### src/rtl/pisa_pkg.sv
// Shared opcode map, operation legality and execute-stage state encoding
// for the 8-bit PISA datapath.
package pisa_pkg;

   localparam logic [3:0] OP_ADD = 4'b0000;
   localparam logic [3:0] OP_SUB = 4'b0001;
   localparam logic [3:0] OP_MUL = 4'b0010;
   localparam logic [3:0] OP_DIV = 4'b0011;
   localparam logic [3:0] OP_AND = 4'b0100;
   localparam logic [3:0] OP_OR  = 4'b0110;
   localparam logic [3:0] OP_XOR = 4'b0111;
   localparam logic [3:0] OP_SHL = 4'b1000;
   localparam logic [3:0] OP_SHR = 4'b1001;
   localparam logic [3:0] OP_SRA = 4'b1010;
   localparam logic [3:0] OP_MOD = 4'b1100;

   typedef enum logic [1:0] {
      ST_IDLE = 2'b00,
      ST_EXEC = 2'b01,
      ST_RESP = 2'b10
   } state_t;

   function automatic logic op_legal(input logic [3:0] op);
      case (op)
         OP_ADD, OP_SUB, OP_MUL, OP_DIV, OP_AND, OP_OR,
         OP_XOR, OP_SHL, OP_SHR, OP_SRA, OP_MOD: return 1'b1;
         default:                                return 1'b0;
      endcase
   endfunction

endpackage

### src/rtl/alu_exec_if.sv
// Instruction-side request and result return channels of the execute stage.
interface alu_exec_if;

   logic       in_valid;
   logic       in_ready;
   logic [3:0] in_op;
   logic [1:0] in_rd;
   logic [1:0] in_ra;
   logic [1:0] in_rb;
   logic [7:0] in_imm;
   logic       in_use_imm;

   logic       res_valid;
   logic       res_ready;
   logic [7:0] res_data;
   logic       res_zero;
   logic       res_err;

   modport master (
      output in_valid, in_op, in_rd, in_ra, in_rb, in_imm, in_use_imm, res_ready,
      input  in_ready, res_valid, res_data, res_zero, res_err
   );

   modport slave (
      input  in_valid, in_op, in_rd, in_ra, in_rb, in_imm, in_use_imm, res_ready,
      output in_ready, res_valid, res_data, res_zero, res_err
   );

endinterface

### src/rtl/ALU.sv
// Combinational 8-bit unsigned ALU. Faulting operations (illegal opcode,
// divide/modulo by zero) return zero data with err set.
module ALU
   import pisa_pkg::*;
(
   input  logic [3:0] op,
   input  logic [7:0] a,
   input  logic [7:0] b,
   output logic [7:0] y,
   output logic       zero,
   output logic       err
);

   logic       shift_out;
   logic       div_zero;
   logic [7:0] y_raw;

   assign shift_out = (b >= 8'd8);
   assign div_zero  = ((op == OP_DIV) || (op == OP_MOD)) && (b == 8'd0);
   assign err       = !op_legal(op) || div_zero;

   always_comb begin
      y_raw = 8'd0;
      case (op)
         OP_ADD: y_raw = a + b;
         OP_SUB: y_raw = a - b;
         OP_MUL: y_raw = a * b;
         OP_DIV: y_raw = div_zero ? 8'd0 : a / b;
         OP_MOD: y_raw = div_zero ? 8'd0 : a % b;
         OP_AND: y_raw = a & b;
         OP_OR:  y_raw = a | b;
         OP_XOR: y_raw = a ^ b;
         OP_SHL: y_raw = shift_out ? 8'd0 : (a << b[2:0]);
         // operands are unsigned, so arithmetic right shift is a logical one
         OP_SHR,
         OP_SRA: y_raw = shift_out ? 8'd0 : (a >> b[2:0]);
         default: y_raw = 8'd0;
      endcase
   end

   assign y    = err ? 8'd0 : y_raw;
   assign zero = (y == 8'd0);

endmodule

### src/rtl/alu_exec.sv
// Multi-cycle execute stage: accept, run the ALU for one cycle, hold the
// result until consumed, then write it back to the private register file.
//
//   state   | meaning
//   --------+-------------------------------------------------------------
//   ST_IDLE | in_ready=1; operands fetched from rf/imm on accept
//   ST_EXEC | ALU driven from latched operands; result captured at edge
//   ST_RESP | res_valid=1; result held; write-back on res_ready
module alu_exec
   import pisa_pkg::*;
#(
   parameter int NREGS = 4
) (
   input  logic            clk,
   input  logic            rst_n,
   alu_exec_if.slave       bus,
   input  logic [1:0]      dbg_sel,
   output logic [7:0]      dbg_data
);

   state_t     state_q, state_d;

   logic [3:0] op_q;
   logic [1:0] rd_q;
   logic [7:0] a_q, b_q;
   logic [7:0] res_data_q;
   logic       res_zero_q, res_err_q;
   logic [7:0] rf [NREGS];

   logic       accept, capture, retire;
   logic [7:0] opnd_a, opnd_b;
   logic [7:0] alu_y;
   logic       alu_zero, alu_err;

   ALU u_alu (
      .op   (op_q),
      .a    (a_q),
      .b    (b_q),
      .y    (alu_y),
      .zero (alu_zero),
      .err  (alu_err)
   );

   always_ff @(posedge clk) begin
      if (!rst_n) state_q <= ST_IDLE;
      else        state_q <= state_d;
   end

   always_comb begin
      state_d = state_q;
      accept  = 1'b0;
      capture = 1'b0;
      retire  = 1'b0;
      case (state_q)
         ST_IDLE: begin
            if (bus.in_valid) begin
               accept  = 1'b1;
               state_d = ST_EXEC;
            end
         end
         ST_EXEC: begin
            capture = 1'b1;
            state_d = ST_RESP;
         end
         ST_RESP: begin
            if (bus.res_ready) begin
               retire  = 1'b1;
               state_d = ST_IDLE;
            end
         end
         default: state_d = ST_IDLE;
      endcase
   end

   assign opnd_a = rf[bus.in_ra];
   assign opnd_b = bus.in_use_imm ? bus.in_imm : rf[bus.in_rb];

   always_ff @(posedge clk) begin
      if (!rst_n) begin
         op_q       <= 4'd0;
         rd_q       <= 2'd0;
         a_q        <= 8'd0;
         b_q        <= 8'd0;
         res_data_q <= 8'd0;
         res_zero_q <= 1'b0;
         res_err_q  <= 1'b0;
         for (int i = 0; i < NREGS; i++) rf[i] <= 8'd0;
      end else begin
         if (accept) begin
            op_q <= bus.in_op;
            rd_q <= bus.in_rd;
            a_q  <= opnd_a;
            b_q  <= opnd_b;
         end
         if (capture) begin
            res_data_q <= alu_y;
            res_zero_q <= alu_zero;
            res_err_q  <= alu_err;
         end
         // faulted results are reported but never committed
         if (retire && !res_err_q) rf[rd_q] <= res_data_q;
      end
   end

   assign bus.in_ready  = (state_q == ST_IDLE);
   assign bus.res_valid = (state_q == ST_RESP);
   assign bus.res_data  = res_data_q;
   assign bus.res_zero  = res_zero_q;
   assign bus.res_err   = res_err_q;
   assign dbg_data      = rf[dbg_sel];

endmodule

### src/flat_wrapper.sv
// flat-port wrapper written by rule: the top's interface ports become plain ports
module alu_exec_flat import pisa_pkg::*;
#(
   parameter int NREGS = 4
)
  (clk, rst_n, dbg_sel, dbg_data, bus_in_valid, bus_in_op, bus_in_rd, bus_in_ra, bus_in_rb, bus_in_imm, bus_in_use_imm, bus_res_ready, bus_in_ready, bus_res_valid, bus_res_data, bus_res_zero, bus_res_err);
  alu_exec_if bus_i ();
  input  logic clk;
  input  logic rst_n;
  input  logic [1:0] dbg_sel;
  output logic [7:0] dbg_data;
  input wire logic [$bits(bus_i.in_valid)-1:0] bus_in_valid;
  input wire logic [$bits(bus_i.in_op)-1:0] bus_in_op;
  input wire logic [$bits(bus_i.in_rd)-1:0] bus_in_rd;
  input wire logic [$bits(bus_i.in_ra)-1:0] bus_in_ra;
  input wire logic [$bits(bus_i.in_rb)-1:0] bus_in_rb;
  input wire logic [$bits(bus_i.in_imm)-1:0] bus_in_imm;
  input wire logic [$bits(bus_i.in_use_imm)-1:0] bus_in_use_imm;
  input wire logic [$bits(bus_i.res_ready)-1:0] bus_res_ready;
  output wire logic [$bits(bus_i.in_ready)-1:0] bus_in_ready;
  output wire logic [$bits(bus_i.res_valid)-1:0] bus_res_valid;
  output wire logic [$bits(bus_i.res_data)-1:0] bus_res_data;
  output wire logic [$bits(bus_i.res_zero)-1:0] bus_res_zero;
  output wire logic [$bits(bus_i.res_err)-1:0] bus_res_err;
  assign bus_i.in_valid = bus_in_valid;
  assign bus_i.in_op = bus_in_op;
  assign bus_i.in_rd = bus_in_rd;
  assign bus_i.in_ra = bus_in_ra;
  assign bus_i.in_rb = bus_in_rb;
  assign bus_i.in_imm = bus_in_imm;
  assign bus_i.in_use_imm = bus_in_use_imm;
  assign bus_i.res_ready = bus_res_ready;
  assign bus_in_ready = bus_i.in_ready;
  assign bus_res_valid = bus_i.res_valid;
  assign bus_res_data = bus_i.res_data;
  assign bus_res_zero = bus_i.res_zero;
  assign bus_res_err = bus_i.res_err;
  alu_exec #(.NREGS(NREGS)) u_core (.clk(clk), .rst_n(rst_n), .bus(bus_i), .dbg_sel(dbg_sel), .dbg_data(dbg_data));
endmodule
### config.mk
export PLATFORM = sky130hd
export DESIGN_NAME = alu_exec_flat
export DESIGN_NICKNAME = d
export VERILOG_FILES = /design/src/rtl/pisa_pkg.sv /design/src/rtl/alu_exec_if.sv /design/src/rtl/ALU.sv /design/src/rtl/alu_exec.sv /design/src/flat_wrapper.sv
export SDC_FILE = /design/constraint.sdc
export NUM_CORES = 1
export LEC_CHECK = 0
export CORE_AREA = 2 2 127 129
export CTS_CLUSTER_DIAMETER = 40
export DETAILED_ROUTE_END_ITERATION = 6
export DIE_AREA = 0 0 129 131
export PLACE_DENSITY = 0.77
export SLEW_MARGIN = 10
export SYNTH_ARGS = -nofsm -noshare
export SYNTH_HDL_FRONTEND = slang
export SYNTH_SLANG_ARGS = --single-unit
### constraint.sdc
create_clock -name clk -period 10.26 [get_ports clk]
set_input_delay 2.052 -clock clk [delete_from_list [all_inputs] [get_ports clk]]
set_output_delay 2.052 -clock clk [all_outputs]
set_load 0.01 [all_outputs]
# Word level (Yosys, flattened, before mapping)
# Memory sizes are Yosys's and may differ from the RTL's. A register that Yosys moved wholly into a read port is not among the register bits.
# Index checks and enable logic that the tools add are counted.
[op_classes]
multipliers = 1
n_lt_le_gt_ge = 1
bitwise_logic = 3
n_mux = 24
n_eq_ne = 14
shifts = 2
addsub = 2
n_reduce_logical = 14
n_div = 2
[op_table]
columns = ["operator", "count"]
rows = [
  ["one-hot mux 8 bit (10 select lines)", 1],
  ["two-way mux 8 bit", 7],
  ["equality test 4 bit (second input constant)", 4],
  ["logical NOT 8 bit", 2],
  ["equality test 4 x 3 -> 1 bit (second input constant)", 3],
  ["two-way mux 1 bit", 10],
  ["adder 8 bit", 1],
  ["bitwise AND 8 bit", 1],
  ["divider 8 x 8 -> 8 bit", 1],
  ["equality test 4 x 2 -> 1 bit (second input constant)", 2],
  ["greater-or-equal comparator 8 x 4 -> 1 bit (second input constant)", 1],
  ["modulo 8 x 8 -> 8 bit", 1],
  ["multiplier 8 x 8 -> 8 bit", 1],
  ["two-way mux 4 bit", 2],
  ["bitwise OR 8 bit", 1],
  ["OR reduction 8 bit", 1],
  ["left shift 8 x 3 -> 8 bit", 1],
  ["right shift 8 x 3 -> 8 bit", 1],
  ["subtractor 8 bit", 1],
  ["bitwise XOR 8 bit", 1],
  ["two-way mux 2 bit", 3],
  ["one-hot mux 2 bit (3 select lines)", 1],
  ["equality test 4 x 1 -> 1 bit (second input constant)", 1],
  ["logical NOT 4 bit", 1],
  ["9 further kinds", 14],
]
[totals]
rom_bits = 16
wordCells = 72
output_inout_bits = 20
ram_bits = 32
memories = 2
ff_bits = 26
inputBits = 25
[mem_list]
columns = ["name", "depth", "word_bits", "rd", "rd_ports_with_merged_regs", "write_ports", "line_no", "rtl"]
rows = [
  ["u_core.rf", 4, 8, 3, 1, 4, "alu_exec.sv:28", "logic [7:0] rf [NREGS];"],
  ["(no name shown)", 16, 1, 1, 1, 0, "pisa_pkg.sv:24", "case (op)"],
]

# Longest topological paths before layout
# Gate-level depths: netlist (run 1).
[depth]
ltp_word = 8
mapped_depth = 55
depth_no_buf = 50

# By module
# From an unflattened synthesis (run 1), not the netlist that was laid out.
[hier_totals]
cells_unflattened = 892
hier_area_um2 = 7741.2
[modules_own_cells]
columns = ["module", "cells_per_inst", "seq_area_each_um2", "n_inst", "area_per_inst_um2"]
rows = [
  ["ALU", 639, 0.0, 1, 4593.2],
  ["alu_exec", 253, 1641.6, 1, 3148.0],
]

# Worst setup path before layout (run 1)
# Ideal clock, no wire load.
[synth_timing]
path_type = "register to register"
start = "register u_core.b_q[0]"
end = "register u_core.res_zero_q (netlist: u_core.bus.res_zero)"
path_stages_with_launch = 52
n_path_buf = 5
synth_period_minus_slack_ps = 11357
path_slack_ps = -1097
setup_time_ps = 116
t_arrival_ps = 11240
required_time_ps = 10144
path_cell_list = "dfxtp_1 > clkbuf_1 > inv_1 > ha_1 > inv_1 > o31a_1 > a31oi_1 > ha_1 > o21a_1 > o211ai_1 > nor3_1 > or2_2 > ha_1 > a21oi_1 > a311oi_2 > o31ai_1 > inv_1 > ha_1 > [16 not listed] > ha_1 > o21a_1 > a2bb2oi_1 > a31o_2 > clkbuf_1 > nand3_1 > nand2_1 > ha_1 > a21oi_1 > nor2b_1 > o311a_1 > a211oi_1 > buf_2 > mux2i_1 > nand2_1 > a21boi_1 > nor3_1 > a41o_1"
[synth_between]
elab_chain_cells = 6
word_cells_on_any_way = 21
classes_between = "add/sub: 2; mul: 1; div: 2; order compare: 1; shift: 2; mux: 6; bitwise: 3; reduce/logical: 4"
[synth_rtl]
columns = ["element", "line_no", "rtl"]
rows = [
  ["from (decl)", "alu_exec.sv:25", "logic [7:0] a_q, b_q;"],
  ["from (signal assigned)", "alu_exec.sv:93", "b_q <= opnd_b;"],
  ["branches (longest 4 deep; another with modulo 8 x 8 -> 8 bit)", "--", ""],
  ["two-way mux 8 bit *", "ALU.sv:41", "assign y = err ? 8'd0 : y_raw;"],
  ["logical NOT 8 bit *", "ALU.sv:42", "assign zero = (y == 8'd0);"],
  ["to (signal assigned)", "alu_exec.sv:97", "res_zero_q <= alu_zero;"],
  ["to (decl)", "alu_exec.sv:27", "logic res_zero_q, res_err_q;"],
]
# Every way passes the cells marked *.
# A chain may end at the register's enable or synchronous reset.

# Worst setup path after layout (run 1)
[layout_timing]
start = "register u_core.b_q[1]"
end = "register u_core.res_zero_q (netlist: u_core.bus.res_zero)"
# Same word-level chain as after synthesis.

==> impl_metrics.env, run 1 <==
export IMPL_layout_drive_gt1_share=0.2495
export IMPL_synth_mux_area_fraction=0.1062
export IMPL_path_class="reg2reg"
export IMPL_r2r_slack_ps=-260
export IMPL_grt_pass1_vias=7190
export IMPL_synth_compound_area_frac=0.2231
export IMPL_syn_mean_instance_area_um2=8.622
export IMPL_synthAdderAreaFrac=0.1673
export IMPL_antenna_cells=0
export IMPL_die_x_um=129
export IMPL_place_area_mm2=0.009059
export IMPL_hold_class="reg2reg"
export IMPL_gr_total_overflow=0
export IMPL_clock_sinks=67
export IMPL_numPortBuffers=44
export IMPL_finalWirelength_um=25510
export IMPL_die_h_um=131
export IMPL_synth_cell_types=74
export IMPL_grt_pass1_wl_um=38700
export IMPL_cts_tree="yes"
export IMPL_ant_nets=0
export IMPL_ys_async_sr_fraction=0
export IMPL_fillers=1206
export IMPL_fin_crit_sh=1.025
export IMPL_cp_max_fo=6
export IMPL_wire_per_inst_um=20.74
export IMPL_min_period_ps=10520
export IMPL_yosysWarnings=0
export IMPL_die_area_mm2=0.01690
export IMPL_grt_setup_unrepaired="yes"
export IMPL_grt_usage=0.2932
export IMPL_slew_violations=0
export IMPL_hpwl_um=18300
export IMPL_syn_nets=1007
export IMPL_yosys_area_top_type="ha_1"
export IMPL_hold_depth=1
export IMPL_layout_common_cells="109 x buf_4, 93 x nand2_1, 63 x ha_1, 60 x nor2_1, 48 x inv_1"
export IMPL_final_common_cell="buf_4"
export IMPL_synthToLayoutAreaGrowth_pct=30.68
export IMPL_post_route_cell_area_mm2=0.01000
export IMPL_drt_iter0_drc=859
export IMPL_min_to="u_core.bus.res_err$_SDFFE_PN0N_"
export IMPL_grt_max_degree=49
export IMPL_slowest_delay_ps=520
export IMPL_cts_path_max_buffers=2
export IMPL_drc_errors=0
export IMPL_netlist_area_mm2=0.007656
export IMPL_rows=46
export IMPL_htree_num_levels=3
export IMPL_cap_violations=0
export IMPL_synth_main_ff_cell="dfxtp_1"
export IMPL_via_count=7776
export IMPL_ys_top_cells_by_area="ha_1 13%, edfxtp_1 13%, dfxtp_1 9.2%"
export IMPL_maxSlewHeadroom=0.1532
export IMPL_synth_xor_area_frac=0.04690
export IMPL_violations="setup timing"
export IMPL_reg2reg_depth=49
export IMPL_clk_latency_ps=340
export IMPL_arrival_ps=10750
export IMPL_antenna_found_initial=0
export IMPL_cpMaxStageDelayCell="or4_4"
export IMPL_dr_pass1_iters=7
export IMPL_initial_core_util=0.4909
export IMPL_final_hold_violation_count=0
export IMPL_required_ps=10490
export IMPL_end_kind="flip-flop"
export IMPL_fmax_mhz=95.07
export IMPL_synth_edff_count=32
export IMPL_fin_ws_ps=-258.7
export IMPL_finalSetupViolations=9
export IMPL_postSynthCellCount=888
export IMPL_ys_ff_latch=67
export IMPL_place_gp_congestion=1.009
export IMPL_synth_top_family_by_area="compound AO/OA/AOI/OAI gates"
export IMPL_clock_skew_ps=7.777
export IMPL_rr_startpoint="u_core.b_q[1]$_SDFFE_PN0P_"
export IMPL_crit_path_start_kind="flip-flop"
export IMPL_status="finished, violations left"
export IMPL_synth_simple_gate_area_frac=0.1888
export IMPL_timing_rr_end="u_core.bus.res_zero$_SDFFE_PN0N_"
export IMPL_crit_path_frequent_cell="ha_4"
export IMPL_nets=1128
export IMPL_tightest_slew_ps=1253
export IMPL_cts_buffers=9
export IMPL_synth_top_area_frac=0.1307
export IMPL_ios=45
export IMPL_cts_clk_slew_worst_paths_ps=60
export IMPL_core_mm2=0.01560
export IMPL_cts_root_buf="clkbuf_16"
export IMPL_ys_seq_area_frac=0.2170
export IMPL_vias_per_cell=6.322
## flip-flops by register name (all words and copies together), names as in the netlist, named ones only
signal and flops:
u_core.rf 32, u_core.a_q 8, u_core.b_q 8, u_core.bus.res_data 8
u_core.op_q 4, u_core.rd_q 2, u_core.state_q 2, u_core.bus.res_err 1
u_core.bus.res_zero 1
## worst max-delay path, delay by kind of cell (launching register included)
family,cells,cell delay (ps)
AOI/OAI and AO/OA,25,5100
adders and majority gates,7,1930
buffers and inverters,3,490
DFF,1,320
muxes,1,330
and+or+nand+nor,13,2230
## per-stage QoR
step | hold slack, ps | instances | utilization | setup WS [ps] | setup TNS [ps]
after floorplan | 414.9 | 888 | - | -15.62 | -15.62
after global placement | 472.6 | 1185 | 0.5808 | -22.37 | -22.37
after detailed placement | 459.9 | 1185 | 0.5808 | -305.2 | -1837
after CTS | 482.2 | 1214 | 0.6179 | -11.33 | -21.67
after global routing | 513.0 | 1230 | 0.6414 | -611.0 | -4495
final | 490.5 | 1230 | 0.6414 | -258.7 | -1292
## synthesized netlist by cell type, types with 4 or more instances
cell	number
a21o_1	7
nor2_1	65
o21ai_0	35
nor3b_1	9
mux4_2	26
fa_1	14
o211ai_1	12
a221oi_1	6
or2_2	4
o211a_1	10
nor3_1	24
a21oi_1	39
and3_1	12
edfxtp_1	32
mux2i_1	16
ha_1	80
dfxtp_1	35
nand3_1	12
inv_1	51
and2_1	33
buf_1	6
o22ai_1	5
o31ai_1	8
xor2_1	12
buf_2	4
mux2_2	6
nand2_1	94
a31oi_1	12
a21boi_0	16
o21a_1	20
nand2b_1	11
nor2b_1	16
a21boi_1	4
a22oi_1	6
a2111oi_0	4
clkbuf_1	38
a211oi_1	20
xnor2_1	29
## cell type report
type	instances	area, um2	area share
Sequential cell	67	1663	0.1662
Tap cell	216	270.3	0.02701
Clock inverter	7	82.58	0.008254
Multi-Input combinational cell	721	6250	0.6247
Clock buffer	9	225.2	0.02251
Timing Repair Buffer	159	1320	0.1319
Inverter	51	193.9	0.01938
## logic make-up after synthesis
| group | count (synthesis) |
|---|---|
| XOR/XNOR | 41 |
| multiplexers | 48 |
| AO/OA/AOI/OAI | 242 |
| adder cells (fa/ha/maj) | 94 |
| flip-flops | 67 |
| buffers and inverters | 100 |
| AND/OR/NAND/NOR | 296 |
## how the worst max path moves through the flow
| stage | startpoint | end |
|---|---|---|
| floorplan | u_core.b_q[1]$_SDFFE_PN0P_ | u_core.bus.res_zero$_SDFFE_PN0N_ |
| global placement | u_core.b_q[1]$_SDFFE_PN0P_ | u_core.bus.res_zero$_SDFFE_PN0N_ |
| detailed placement | u_core.b_q[1]$_SDFFE_PN0P_ | u_core.bus.res_zero$_SDFFE_PN0N_ |
| CTS | u_core.b_q[1]$_SDFFE_PN0P_ | u_core.bus.res_data[6]$_SDFFE_PN0N_ |
| global route | u_core.b_q[1]$_SDFFE_PN0P_ | u_core.bus.res_zero$_SDFFE_PN0N_ |
| finish | u_core.b_q[1]$_SDFFE_PN0P_ | u_core.bus.res_zero$_SDFFE_PN0N_ |
## per-layer routing
layer	wire length (um)	vias up	global-route usage
met4	955	0	0.1010
met3	2259	92	0.04072
met2	12080	470	0.4939
met5	0	-	0
met1	10220	3691	0.3890
li1	-	3523	-
## timing repair
item                                    in CTS  in global routing
endpoints found under the setup margin       9                  9
pin swaps                                   31                 22
hold buffers                                 0                  0
gates cloned                                 1                  0
resized for setup                           37                 47
buffers inserted                            12                 16
Power of run 1 is left out: the tool's default activity adds up to more than one toggle a clock period on the data nets, which glitch-free logic cannot reach.
==> run 2: changes to the inputs <==
- clock period: 10.26 -> 9.51 ns (I/O delays scaled with it)
==> run 2 against run 1 <==
Compared with the run above:
- the run still ends with setup timing left
- die area unchanged
- non-clock buffer count grew 92
- cell count increased by 7.5%
- flip-flop and latch count did not move
- largest cell class unchanged
==> impl_metrics.env, run 2 (synthesis results as in run 1) <==
export IMPL_min_period_ps=10850
export IMPL_htree_num_levels=3
export IMPL_maxSlewHeadroom=0.2346
export IMPL_required_ps=9730
export IMPL_rows=46
export IMPL_initial_core_util=0.4909
export IMPL_nets=1220
export IMPL_cts_path_max_buffers=2
export IMPL_violations="setup timing"
export IMPL_grt_setup_unrepaired="yes"
export IMPL_core_mm2=0.01560
export IMPL_dp_slack_ps=-1221
export IMPL_cts_tree="yes"
export IMPL_ios=45
export IMPL_grt_pass1_wl_um=42640
export IMPL_die_h_um=131
export IMPL_die_x_um=129
export IMPL_drt_iter0_drc=897
export IMPL_wire_per_inst_um=20.80
export IMPL_layout_drive_gt1_share=0.3146
export IMPL_numPortBuffers=44
export IMPL_cts_buffers=9
export IMPL_fin_ws_ps=-1335
export IMPL_synthToLayoutAreaGrowth_pct=39.78
export IMPL_fin_crit_sh=1.140
export IMPL_grt_met1_usage=0.4071
export IMPL_grt_use_met3=0.05456
export IMPL_largest_register_ffs=32
export IMPL_top_register="u_core.rf"
export IMPL_gr_total_overflow=0
export IMPL_fin_cells=1322
export IMPL_hpwl_um=18700
export IMPL_crit_path_start_kind="flip-flop"
export IMPL_clock_sinks=67
export IMPL_cts_root_buf="clkbuf_16"
export IMPL_dp_cells=1238
export IMPL_clk_latency_ps=330
export IMPL_slew_violations=0
export IMPL_path_class="reg2reg"
export IMPL_cap_violations=0
export IMPL_hold_class="reg2reg"
export IMPL_grtUsageMet2=0.5444
export IMPL_tightest_slew_ps=1132
export IMPL_cts_clk_slew_worst_paths_ps=60
export IMPL_antenna_cells=0
export IMPL_grt_max_degree=49
export IMPL_status="finished, violations left"
export IMPL_final_common_cell="buf_4"
export IMPL_top_usage_layer="met2"
export IMPL_final_hold_violation_count=0
export IMPL_finalWirelength_um=27500
export IMPL_finalSetupViolations=9
export IMPL_arrival_ps=11070
export IMPL_fmax_mhz=92.21
export IMPL_grt_usage=0.3222
export IMPL_crit_path_frequent_cell="ha_4"
export IMPL_die_area_mm2=0.01690
export IMPL_slowest_delay_ps=530
export IMPL_grt_pass1_vias=8167
export IMPL_place_area_mm2=0.009464
export IMPL_ant_nets=0
export IMPL_via_count=8231
export IMPL_place_gp_congestion=0.9646
export IMPL_antenna_found_initial=0
export IMPL_cp_max_fo=6
export IMPL_drc_errors=0
export IMPL_end_kind="flip-flop"
export IMPL_finish_utilization=0.6861
export IMPL_post_route_cell_area_mm2=0.01070
export IMPL_vias_per_cell=6.226
export IMPL_postCtsHoldBufs=0
export IMPL_layout_common_cells="201 x buf_4, 91 x nand2_1, 63 x ha_1, 60 x nor2_1, 49 x inv_1"
export IMPL_clock_skew_ps=6.582
export IMPL_cpMaxStageDelayCell="or4_4"
export IMPL_dr_pass1_iters=5
## run 2: cell count changes in the layout (fill, tap and decap cells not counted), sizes merged
cell	change
buf	+92
clkinv	-1
inv	+1
## run 2: cell type report
class | instances | area, um2
multi-input cells | 721 | 6250
fillers | 1115 | 4896
well taps | 216 | 270.3
inverters | 51 | 193.9
clock buffers | 9 | 225.2
clock inverters | 7 | 82.58
flip-flops and latches | 67 | 1663
repair buffers | 251 | 2017
## run 2: critical path, delay by kind of cell (launching register included)
family          cells  cell delay [ps]
fa+ha+maj           7             1960
simple gates       11             2020
compound gates     21             4780
flops               1              320
mux                 4             1320
buf+inv             2              330
## run 2: repair_timing
item	CTS	global route
gates cloned	0	0
endpoints found under the setup margin	9	9
resized for setup	47	38
pin swaps	28	26
setup buffers	55	14
## run 2: stage by stage
step	TNS, ps	hold WS [ps]
3_5_place_dp	-10050	443.9
5_1_grt	-13330	536.3
3_3_place_gp	-6458	458.1
4_1_cts	-6445	513.9
2_1_floorplan	-5253	414.9
6_report	-10510	515.7
## run 2: final timing paths
path,start,endpoint,slack [ps],cells after the start
max,u_core.b_q[1]$_SDFFE_PN0P_,u_core.bus.res_zero$_SDFFE_PN0N_,-1340,45
max reg2reg,u_core.b_q[1]$_SDFFE_PN0P_,u_core.bus.res_zero$_SDFFE_PN0N_,-1340,45
min reg2reg,flip-flop,u_core.bus.res_err$_SDFFE_PN0N_,520,1
min,flip-flop,u_core.bus.res_err$_SDFFE_PN0N_,520,1
## run 2: routing by layer
layer,vias to the layer above,routed length [um]
li1,3694,-
met1,3878,10560
met2,533,12880
met3,126,2704
met4,0,1356
met5,-,0
Power of run 2 is left out for the same reason.
==> run 3: changes to the inputs <==
- GPL_TIMING_DRIVEN: not set -> 1
==> results of run 3 <==
No change in the layout: final DEF, timing and power equal those of run 2.
Power of run 3 is left out for the same reason.
